**src/rtl/fetch_pkg.sv**
```systemverilog
// fetch_pkg: shared types and constants for the instruction-fetch sequencer
package fetch_pkg;
  typedef enum logic [1:0] {S_IDLE, S_REQ, S_HOLD, S_TRAP} fetch_state_t;
  localparam int PC_STEP = 4;
  localparam logic [3:0] WB_SEL_WORD = 4'hF;
endpackage

```
**src/rtl/pc_next_sel.sv**
```systemverilog
// pc_next_sel: next-PC selection among pc+4, redirect target and the pending redirect
// Ports: pc, redirect_valid, redirect_target, pending, use_pending in; target (alignment-handled
// redirect target) and pc_next out; misalign out only when PC_MISALIGN_TRAP_EN is defined.
// Without PC_MISALIGN_TRAP_EN the redirect target is forced to word alignment.
module pc_next_sel import fetch_pkg::*; #(
  parameter int ADDR_WIDTH = 32
) (
  input  logic [ADDR_WIDTH-1:0] pc,
  input  logic                  redirect_valid,
  input  logic [ADDR_WIDTH-1:0] redirect_target,
  input  logic [ADDR_WIDTH-1:0] pending,
  input  logic                  use_pending,
  output logic [ADDR_WIDTH-1:0] target,
`ifdef PC_MISALIGN_TRAP_EN
  output logic                  misalign,
`endif
  output logic [ADDR_WIDTH-1:0] pc_next
);
  always_comb begin
`ifdef PC_MISALIGN_TRAP_EN
    target = redirect_target;
`else
    target = redirect_target & ~ADDR_WIDTH'(3);
`endif
    pc_next = redirect_valid ? target : use_pending ? pending : pc + ADDR_WIDTH'(PC_STEP);
`ifdef PC_MISALIGN_TRAP_EN
    misalign = |pc_next[1:0];
`endif
  end
endmodule

```
**src/rtl/fetch_ctrl.sv**
```systemverilog
// fetch_ctrl: RV32 instruction-fetch sequencer owning the PC, with a Wishbone-classic read master
// Ports: clk, reset (sync, active-low); redirect_valid/redirect_target from next-PC datapath;
// wb_cyc_o/wb_stb_o/wb_we_o/wb_sel_o/wb_adr_o/wb_dat_i/wb_ack_i instruction bus;
// if_valid/if_ready/if_pc/if_instr/if_exc decode handshake.
// Optional PC_MISALIGN_TRAP_EN: misaligned redirect targets present a fetch exception instead of a bus read.
module fetch_ctrl import fetch_pkg::*; #(
  parameter int ADDR_WIDTH = 32,
  parameter int DATA_WIDTH = 32,
  parameter logic [ADDR_WIDTH-1:0] PC_ADDR = 32'h8000_0000
) (
  input  logic                    clk,
  input  logic                    reset,
  input  logic                    redirect_valid,
  input  logic [ADDR_WIDTH-1:0]   redirect_target,
  output logic                    wb_cyc_o,
  output logic                    wb_stb_o,
  output logic                    wb_we_o,
  output logic [DATA_WIDTH/8-1:0] wb_sel_o,
  output logic [ADDR_WIDTH-1:0]   wb_adr_o,
  input  logic [DATA_WIDTH-1:0]   wb_dat_i,
  input  logic                    wb_ack_i,
  output logic                    if_valid,
  input  logic                    if_ready,
  output logic [ADDR_WIDTH-1:0]   if_pc,
  output logic [DATA_WIDTH-1:0]   if_instr,
  output logic                    if_exc
);
  fetch_state_t state;
  logic [ADDR_WIDTH-1:0] pc, pending, target, pc_next;
  logic [DATA_WIDTH-1:0] instr;
  logic kill, cyc, valid, trap;
  pc_next_sel #(.ADDR_WIDTH(ADDR_WIDTH)) u_sel (
    .pc(pc),
    .redirect_valid(redirect_valid),
    .redirect_target(redirect_target),
    .pending(pending),
    .use_pending(kill),
    .target(target),
`ifdef PC_MISALIGN_TRAP_EN
    .misalign(trap),
`endif
    .pc_next(pc_next)
  );
`ifdef PC_MISALIGN_TRAP_EN
  assign if_exc = valid && state == S_TRAP;
`else
  assign trap = 1'b0;
  assign if_exc = 1'b0;
`endif
  assign wb_cyc_o = cyc;
  assign wb_stb_o = cyc;
  assign wb_we_o = 1'b0;
  assign wb_sel_o = (DATA_WIDTH/8)'(WB_SEL_WORD);
  assign wb_adr_o = pc;
  assign if_valid = valid;
  assign if_pc = pc;
  assign if_instr = instr;
  // A "launch" loads pc_next and either starts a bus read or, for a misaligned target, presents a trap entry.
  always_ff @(posedge clk) begin
    if (!reset) begin
      state <= S_IDLE;
      pc <= PC_ADDR;
      kill <= 1'b0;
      pending <= '0;
      cyc <= 1'b0;
      valid <= 1'b0;
      instr <= '0;
    end else begin
      case (state)
        S_IDLE: begin
          pc <= redirect_valid ? pc_next : pc;
          state <= trap ? S_TRAP : S_REQ;
          cyc <= !trap;
          valid <= trap;
        end
        S_REQ: begin
          if (wb_ack_i && (kill || redirect_valid)) begin
            pc <= pc_next;
            kill <= 1'b0;
            state <= trap ? S_TRAP : S_REQ;
            cyc <= !trap;
            valid <= trap;
            instr <= '0;
          end else if (wb_ack_i) begin
            instr <= wb_dat_i;
            valid <= 1'b1;
            cyc <= 1'b0;
            state <= S_HOLD;
          end else if (redirect_valid) begin
            kill <= 1'b1;
            pending <= target;
          end
        end
        S_HOLD: begin
          if (redirect_valid || if_ready) begin
            pc <= pc_next;
            state <= trap ? S_TRAP : S_REQ;
            cyc <= !trap;
            valid <= trap;
            instr <= '0;
          end
        end
`ifdef PC_MISALIGN_TRAP_EN
        S_TRAP: begin
          if (redirect_valid) begin
            pc <= pc_next;
            state <= trap ? S_TRAP : S_REQ;
            cyc <= !trap;
            valid <= trap;
            instr <= '0;
          end else if (if_ready) begin
            valid <= 1'b0;
          end
        end
`endif
        default: state <= S_IDLE;
      endcase
    end
  end
endmodule

```
**config.mk**
```make
export PLATFORM = sky130hd
export DESIGN_NAME = fetch_ctrl
export DESIGN_NICKNAME = d
export VERILOG_FILES = /design/src/rtl/fetch_pkg.sv /design/src/rtl/pc_next_sel.sv /design/src/rtl/fetch_ctrl.sv
export SDC_FILE = /design/constraint.sdc
export NUM_CORES = 1
export LEC_CHECK = 0
export ABC_AREA = 0
export CORE_UTILIZATION = 55
export CTS_CLUSTER_DIAMETER = 120
export DETAILED_ROUTE_END_ITERATION = 10
export DONT_BUFFER_PORTS = 1
export GPL_ROUTABILITY_DRIVEN = 1
export PLACE_DENSITY_LB_ADDON = 0.08
export RECOVER_POWER = 50
export SETUP_SLACK_MARGIN = 0.05
export SLEW_MARGIN = 20
export SYNTH_ARGS = -nofsm -noshare
export SYNTH_HDL_FRONTEND = slang
export SYNTH_HIERARCHICAL = 1
export SYNTH_SLANG_ARGS = --single-unit
```
**constraint.sdc**
```tcl
create_clock -name clk -period 2.85 [get_ports clk]
set_clock_uncertainty 0.15 [all_clocks]
set_input_delay 0.1425 -clock clk [delete_from_list [all_inputs] [get_ports clk]]
set_output_delay 0.1425 -clock clk [all_outputs]
set_load 0.005 [all_outputs]
```
Word-level counts from Yosys, hierarchy flattened
Cells that the tools add are included.
{"block": "word_totals", "wordCells": 55, "ff_bits": 99, "inputBits": 69}
{"block": "classes", "n_eq_ne": 7, "bitwise_logic": 2, "muxes": 25, "n_reduce_logical": 13, "n_addsub": 1}
{"operator": "32-bit two-way mux", "n": 8}
{"operator": "32-bit one-hot mux with 3 select lines", "n": 1}
{"operator": "32-bit one-hot mux with 2 select lines", "n": 1}
{"operator": "32-bit by 3-bit adder with 32-bit output (second input constant)", "n": 1}
{"operator": "1-bit two-way mux", "n": 9}
{"operator": "3-bit AND reduction", "n": 3}
{"operator": "4-bit AND reduction", "n": 2}
{"operator": "2-bit two-way mux", "n": 3}
{"operator": "2-bit != test (second input constant)", "n": 3}
{"operator": "1-bit one-hot mux with 3 select lines", "n": 2}
{"operator": "2-bit one-hot mux with 3 select lines", "n": 1}
{"operator": "2-bit nonzero test", "n": 2}
{"operator": "3-bit != test (second input constant)", "n": 1}
{"operator": "3-bit nonzero test", "n": 1}
{"operator": "2-bit by 1-bit == test with 1-bit output (second input constant)", "n": 1}
{"operator": "2-bit == test (second input constant)", "n": 1}
{"operator": "2-bit logical NOT", "n": 1}
{"operator": "1-bit logical OR", "n": 2}
{"operator": "2-bit by 1-bit != test with 1-bit output (second input constant)", "n": 1}
{"operator": "1-bit NOT", "n": 2}
{"operator": "2-bit AND reduction", "n": 1}
{"operator": "1-bit logical AND", "n": 1}

Longest topological paths before layout
Gate-level depths: netlist (run 1).
{"block": "logic_depth", "word_depth": 5, "depth_mapped": 9, "mapped_depth_nobuf": 8}

Cells and area by module
The synthesis (run 1) kept the hierarchy.
{"module": "fetch_ctrl", "n_inst": 1, "seq_area_each_um2": 2021.9, "area_per_inst_um2": 3940.0, "cells_per_inst": 421}
{"module": "pc_next_sel", "n_inst": 1, "seq_area_each_um2": 0.0, "area_per_inst_um2": 1377.6, "cells_per_inst": 208}

Least setup slack after synthesis (run 1)
No wires, ideal clock.
{"block": "synth_path", "path_kind": "flip-flop to flip-flop", "startpoint": "reg pc[2], in the netlist if_pc[2]", "endpoint": "reg pc[30], in the netlist if_pc[30]", "path_buffers": 1, "required_ps": 2580, "stages_incl_launch_ff": 10, "setup_ps": 120, "arrival_ps": 1835, "synth_period_minus_slack_ps": 2104, "setup_slack_ps": 746, "cell_sequence": "dfxtp_1 -> ha_1 -> and4_1 -> and4_4 -> buf_6 -> nand3_2 -> xnor2_1 -> a221o_1 -> nand2_1 -> mux2i_1"}
{"block": "synth_via", "elab_chain_cells": 5}
{"item": "from (decl)", "line": "fetch_ctrl.sv:29", "rtl": "logic [ADDR_WIDTH-1:0] pc, pending, target, pc_next;"}
{"item": "from (signal assigned)", "line": "fetch_ctrl.sv:71", "rtl": "pc <= redirect_valid ? pc_next : pc;"}
{"item": "from (signal assigned)", "line": "fetch_ctrl.sv:78", "rtl": "pc <= pc_next;"}
{"item": "from (signal assigned)", "line": "fetch_ctrl.sv:96", "rtl": "pc <= pc_next;"}
{"item": "32-bit by 3-bit adder with 32-bit output *", "line": "pc_next_sel.sv:25", "rtl": "pc_next = redirect_valid ? target : use_pending ? pending : pc + ADDR_WIDTH'(PC_STEP);"}
{"item": "32-bit two-way mux * (2 in a row)", "line": "pc_next_sel.sv:25"}
{"item": "named net pc_next[30]", "line": "fetch_ctrl.sv:29"}
{"item": "32-bit two-way mux (on tied branches)", "line": "fetch_ctrl.sv:95, fetch_ctrl.sv:71, fetch_ctrl.sv:77"}
{"item": "32-bit one-hot mux with 3 select lines *", "line": "fetch_ctrl.sv:69", "rtl": "case (state)"}
Mark *: on every way through the listed nets, which the timed path passes. The rest lies on a longest branch. The select of a mux whose other input is x is not followed.
A chain may end at the register's enable or synchronous reset.

Worst setup path after layout (run 1)
{"block": "layout_path", "startpoint": "reg pc[15], in the netlist if_pc[15]", "endpoint": "reg pc[27], in the netlist if_pc[27]"}
The elaborated chain is that of the path after synthesis.

==> results of run 1 <==
power groups by stage:
stage	registers (mW)	clock network, mW	logic [mW]
2_1_floorplan	1.58	0	0.346
3_3_place_gp	1.59	0	0.299
3_5_place_dp	1.60	0	0.306
4_1_cts	1.56	0.999	0.424
5_1_grt	1.58	1.06	0.462
6_report	1.57	0.975	0.423
layout by cell type (no fill, tap or decap), drive strengths merged, types with 9 or more instances in the layout:
cell         count
o21ai           25
a21oi           44
nor2            15
buf             13
clkbuf          12
xnor2           10
mux2i           41
dlygate4sd3     70
nand2          148
nand3           13
dfxtp          101
xor2            17
nand4           11
a22oi           12
inv              9
a22o            32
worst max-delay path: stages (launching register included):
cell and delay (ns):
dfxtp_1 0.55, nand4_1 0.21, nor4_4 0.42, nand3_1 0.14
xor2_1 0.16, o21ai_1 0.13, nand2_1 0.06, dlygate4sd3_1 0.55
mux2i_1 0.11
metrics by stage:
stage,utilization,cells
6_report,0.626,754
5_1_grt,0.626,754
4_1_cts,0.626,753
3_5_place_dp,0.523,665
3_3_place_gp,0.523,665
2_1_floorplan,-,634
state kept, by name (all words and copies together) (netlist names):
signal    flops
if_valid      1
wb_cyc_o      1
pending      32
kill          1
state         2
if_pc        32
if_instr     32
worst paths after layout:
path	startpoint	slack [ns]	to
min	redirect_valid	0.07	if_pc[30]$_SDFFE_PN0P_
min reg2reg	pending[17]$_SDFFE_PN0P_	0.31	pending[17]$_SDFFE_PN0P_
max reg2reg	if_pc[15]$_SDFFE_PN0P_	0.31	if_pc[27]$_SDFFE_PN0P_
max	if_pc[15]$_SDFFE_PN0P_	0.31	if_pc[27]$_SDFFE_PN0P_
cell families (layout without fill, tap and decap cells):
kind of cell,after synthesis,in the layout
fa+ha+maj,1,1
compound gates,128,128
mux,42,42
simple gates,209,209
xor+xnor,27,27
buf+inv,118,109
flops,101,101
other cells,3,8
layout make-up:
| type | instances | area (µm²) | share of cell area |
|---|---|---|---|
| clock inverters | 7 | 91.3 | 0.0157 |
| well taps | 129 | 161 | 0.0278 |
| inverters | 7 | 26.3 | 0.00452 |
| flip-flops and latches | 101 | 2020 | 0.348 |
| multi-input cells | 415 | 2530 | 0.435 |
| repair buffers | 86 | 855 | 0.147 |
| clock buffers | 9 | 124 | 0.0213 |
what timing repair did:
item,CTS,global route
resized for setup,0,2
setup endpoints to repair,0,1
hold buffers,72,0
setup buffers,0,1
endpoints found under the hold margin,99,0
routing by layer:
metal	up-vias	GRT usage
met5	-	0
met4	0	0.0881
met3	15	0.0585
met2	153	0.448
met1	2017	0.308
li1	2065	-
==> flow_summary_export.csv, run 1 <==
group,metric,value,unit
yosys,synth.area.mux_share,0.0793,
critical_path,r2r_cells,8,
drt,wire_per_inst,17.3,µm
clocking,cts.clk_slew.worst_paths,0.10,ns
yosys,synthCells,629,
drt,wl_met2,6370,µm
global_route,grt_pass1_vias,3977,
timing,tightest_slew,0.777,ns
clocking,h-tree-depth,3,
timing,fin_setup_tns,0,ns
yosys,synth_compound_area_frac,0.160,
power_and_ir_drop,ir_drop,0.262,mV
critical_path,end_kind,"flop",
yosys,synth_top_cell_area_share,0.380,
drt,route.met3.wl,928,µm
yosys,yosys-top-cells-count,"148 x nand2_1, 101 x dfxtp_1, 71 x buf_4, 44 x a21oi_1, 41 x mux2i_1",
floorplanning,die_area,10100,µm²
final_layout,layout.nets,690,
global_route,grt-ovfl-total,0,
power_and_ir_drop,p_int,2.11,mW
timing,drv_slew,0,
placement,routabilityCongestion,0.843,
floorplanning,die_w,100,µm
timing,hold_slack,0.0694,ns
power_and_ir_drop,switchingPower,858,µW
final_layout,diodes,0,
final_layout,postLayoutCellArea,5810,µm²
timing,worst_slack,0.313,ns
yosys,ys_top_cells_by_area,"dfxtp_1 38%, nand2_1 10%, buf_4 10%",
placement,postPlaceCellArea,4850,µm²
drt,drt_first_pass_iters,4,
final_layout,drive_gt1_frac,0.0720,
clocking,insertion_delay,0.37,ns
job,maxCapViolCount,0,
critical_path,cp_data_required_time,3.00,ns
yosys,synth_top_family_by_area,"simple AND/OR/NAND/NOR gates",
critical_path,worstSetupPathType,"flop to flop",
placement,hpwlAfterDp,7870,µm
placement,place_ws,0.698,ns
critical_path,worstPathArrival,2.69,ns
power_and_ir_drop,p_leak,2.23,nW
critical_path,start_kind,"flop",
yosys,synth-xor-area-share,0.0445,
drt,vias,4250,
drt,drc,0,
yosys,synth_edf_count,0,
floorplanning,fp.coreArea,9280,µm²
final_layout,area_delta_synth_final,9.25,%
yosys,synth-async-reset-ratio,0,
clocking,cts_tree,"yes",
drt,viasPerCell,5.64,
drt,initialDrtViolationCount,193,
timing,setup_viol,0,
power_and_ir_drop,clock_power_share,0.329,
drt,met1Wirelength,5600,µm
final_layout,fillCellCount,813,
floorplanning,die_h,100,µm
global_route,antenna_found_initial,0,
timing,finalHoldViolCount,0,
timing,max-slew-margin-rel,0.481,
hold_path,hold_class,"input pin to flop",
floorplanning,fp-row-count,35,
yosys,synth_area_leader_cell,"dfxtp_1",
yosys,yosysUniqueCellTypes,52,
yosys,synth_fa_ha_area_frac,0.00235,
hold_path,min_path_cells,4,
timing,max_freq,0.394,GHz
drt,routed.top_layer,"met4",
placement,place.port_buffers,0,
clocking,cts.sinks,101,
yosys,synth.most_common_cell,"nand2_1",
yosys,yosysSeqAreaShare,0.380,
yosys,syn_area_per_cell,8.45,µm²
timing,min_period,2.54,ns
yosys,syn_area,5320,µm²
power_and_ir_drop,pwr-share-seq,0.528,
status,status,"complete, no violations",
clocking,cts_inserted_buffers,9,
yosys,synth-simple-area-share,0.182,
clocking,cts-root-buf,"clkbuf_8",
yosys,ys.flop_type,"dfxtp_1",
drt,wirelength,13100,µm
timing,fin_crit_sh,0.890,
clocking,cts_buffer_depth,2,
floorplanning,start_util,0.573,
yosys,ys.warnings.count,6,
power_and_ir_drop,fin_total_pwr,2.96,mW
timing,rsz0062_at_grt,"false",
global_route,grt_pass1_wl,20100,µm
power_and_ir_drop,swShare,0.290,
yosys,synth_seq_cells,101,
global_route,grt_max_degree,65,
floorplanning,ios,174,
global_route,track_usage,0.256,
drt,ant_nets,0,
power_and_ir_drop,pwr-share-comb,0.143,
power_and_ir_drop,power.density,510,nW/µm²
critical_path,path_max_fanout,8,
(Power assumes the default switching activity.)
==> inputs of run 2 (changes only) <==
==> constraint.sdc (replaced) <==
create_clock -name clk -period 2.2 [get_ports clk]
set_clock_uncertainty 0.15 [all_clocks]
set_input_delay 0.11 -clock clk [delete_from_list [all_inputs] [get_ports clk]]
set_output_delay 0.11 -clock clk [all_outputs]
set_load 0.005 [all_outputs]
==> run 2 against run 1 <==
  * Worst setup slack worse by 0.16 ns
  * Largest power group unchanged
  * Highest routed layer unchanged
  * Clock power is 15% higher
  * Utilization is 0.92 points higher
==> flow_summary_export.csv, run 2 (synthesis gave the netlist of run 1 again) <==
group,metric,value,unit
status,status,"complete, no violations",
final_layout,multi_input_area,2530,µm²
final_layout,postLayoutCellArea,5890,µm²
power_and_ir_drop,p_leak,2.27,nW
timing,fin_crit_sh,0.932,
job,maxCapViolCount,0,
drt,drt_first_pass_iters,4,
clocking,cts.sinks,101,
critical_path,r2r_cells,8,
floorplanning,start_util,0.573,
drt,vias,4349,
hold_path,hold_path_end,"if_pc[30]$_SDFFE_PN0P_",
floorplanning,die_area,10100,µm²
critical_path,reg2reg_to,"if_pc[30]$_SDFFE_PN0P_",
timing,finalHoldViolCount,0,
power_and_ir_drop,p_int,2.66,mW
global_route,grt_pass1_vias,4052,
clocking,cts_tree,"yes",
final_layout,final_common_cell,"nand2_1",
drt,wire_per_inst,16.7,µm
placement,routabilityCongestion,0.823,
global_route,antenna_found_initial,0,
drt,wirelength,13000,µm
floorplanning,ios,174,
power_and_ir_drop,switchingPower,1.04,mW
power_and_ir_drop,power.density,629,nW/µm²
global_route,grt-ovfl-total,0,
global_route,grt_pass1_wl,20300,µm
power_and_ir_drop,clock_power_share,0.301,
clocking,cts.clk_slew.worst_paths,0.09,ns
clocking,insertion_delay,0.37,ns
clocking,cts_inserted_buffers,9,
timing,max_freq,0.488,GHz
final_layout,diodes,0,
timing,min_period,2.05,ns
critical_path,end_kind,"flop",
timing,drv_slew,0,
placement,postPlaceCellArea,5040,µm²
drt,drc,0,
critical_path,rr_startpoint,"if_pc[2]$_SDFFE_PN0P_",
critical_path,worstSetupPathType,"flop to flop",
floorplanning,fp.coreArea,9280,µm²
final_layout,final_cell_mix,"148 x nand2_1, 101 x dfxtp_1, 68 x dlygate4sd3_1, 44 x a21oi_1, 41 x mux2i_1",
floorplanning,fp-row-count,35,
critical_path,crit_top_cell,"and4_4",
final_layout,area_delta_synth_final,10.8,%
global_route,track_usage,0.259,
floorplanning,die_h,100,µm
critical_path,max_stage_delay,0.35,ns
drt,initialDrtViolationCount,189,
floorplanning,die_w,100,µm
timing,fin_setup_tns,0,ns
hold_path,hold_class,"input pin to flop",
critical_path,critPathBufInv,0,
timing,tightest_slew,0.588,ns
power_and_ir_drop,pwr-share-seq,0.534,
critical_path,slowest_stage,"dfxtp_1",
critical_path,start_kind,"flop",
final_layout,layout.nets,716,
critical_path,rrSetupSlack,0.15,ns
power_and_ir_drop,swShare,0.281,
drt,viasPerCell,5.58,
clocking,h-tree-depth,3,
hold_path,hp-start,"redirect_valid",
placement,place.port_buffers,0,
critical_path,crit_family,"simple AND/OR/NAND/NOR gates",
timing,setup_viol,0,
power_and_ir_drop,pwr-share-comb,0.165,
critical_path,worstPathArrival,2.14,ns
critical_path,cp_data_required_time,2.29,ns
clocking,cts_buffer_depth,2,
final_layout,fillCellCount,826,
clocking,cts-root-buf,"clkbuf_8",
power_and_ir_drop,ir_drop,0.461,mV
critical_path,path_max_fanout,7,
final_layout,regArea,2020,µm²
drt,ant_nets,0,
hold_path,min_path_cells,4,
critical_path,crit_chain,"ha_2, and4_4, and4_4, nand3_2, xnor2_1, a221o_1, nand2_1, mux2i_1",
placement,hpwlAfterDp,8080,µm
timing,rsz0062_at_grt,"false",
timing,max-slew-margin-rel,0.608,
global_route,grt_max_degree,65,
final_layout,drive_gt1_frac,0.0845,
[run 2: changes by cell type in the layout (fill, tap and decap cells not counted), moves of 2 or more]
cell | before | now
clkbuf_1 | 3 | 22
buf_4 | 10 | 21
clkbuf_8 | 9 | 11
dlygate4sd3_1 | 70 | 68
inv_6 | 2 | 0
[run 2: metrics by stage]
step,setup slack (ns),util,hold slack (ns),total power [mW],instances
after detailed placement,0.0788,0.543,0.0823,2.51,692
after global routing,0.0632,0.635,0.0259,3.90,780
final,0.150,0.635,0.0209,3.71,780
after floorplan,0.0958,-,0.0751,2.49,634
after global placement,0.126,0.543,0.0795,2.49,692
after CTS,0.0622,0.642,0.00218,3.77,778
[run 2: worst max-delay path by stage]
stage / start / end / depth (start not counted)
finish: if_pc[2]$_SDFFE_PN0P_ / if_pc[30]$_SDFFE_PN0P_ / 8
global route: if_pc[18]$_SDFFE_PN0P_ / if_pc[25]$_SDFFE_PN0P_ / 8
CTS: if_pc[2]$_SDFFE_PN0P_ / if_pc[30]$_SDFFE_PN0P_ / 8
detailed placement: if_pc[2]$_SDFFE_PN0P_ / if_pc[30]$_SDFFE_PN0P_ / 8
global placement: if_pc[2]$_SDFFE_PN0P_ / if_pc[30]$_SDFFE_PN0P_ / 8
floorplan: if_pc[2]$_SDFFE_PN0P_ / if_pc[30]$_SDFFE_PN0P_ / 9
[run 2: layout make-up]
type | count | share of cell area
Multi-Input combinational cell | 415 | 0.430
Sequential cell | 101 | 0.343
Timing Repair Buffer | 112 | 0.164
Tap cell | 129 | 0.0274
Clock buffer | 12 | 0.0263
Clock inverter | 4 | 0.00552
Inverter | 7 | 0.00446
[run 2: repair_timing]
action                                 4_1_cts  5_1_grt
buffers inserted                             0        2
gates resized for setup                      0        3
setup endpoints to repair                    0        2
endpoints found under the hold margin       99        0
hold buffers                                70        0
[run 2: routing by layer]
metal	GRT usage	part of all wire	vias up
met5	0	0	-
met4	0.0647	0.014	0
met3	0.0738	0.066	17
met2	0.464	0.50	162
met1	0.303	0.43	2057
li1	-	-	2113
[run 2: worst reg2reg max path, cell delays in order, from the launching register on]
cell     delay (ns)
dfxtp_1        0.35
ha_2           0.21
and4_4         0.26
and4_4         0.29
nand3_2        0.09
xnor2_1        0.14
a221o_1        0.32
nand2_1        0.06
mux2i_1        0.06
[run 2: power by group through the flow]
| stage | logic, mW | clock network (mW) | registers [mW] |
|---|---|---|---|
| 5_1_grt | 0.671 | 1.23 | 1.99 |
| 6_report | 0.612 | 1.12 | 1.98 |
| 3_3_place_gp | 0.475 | 0 | 2.02 |
| 2_1_floorplan | 0.448 | 0 | 2.04 |
| 4_1_cts | 0.632 | 1.16 | 1.98 |
| 3_5_place_dp | 0.484 | 0 | 2.02 |
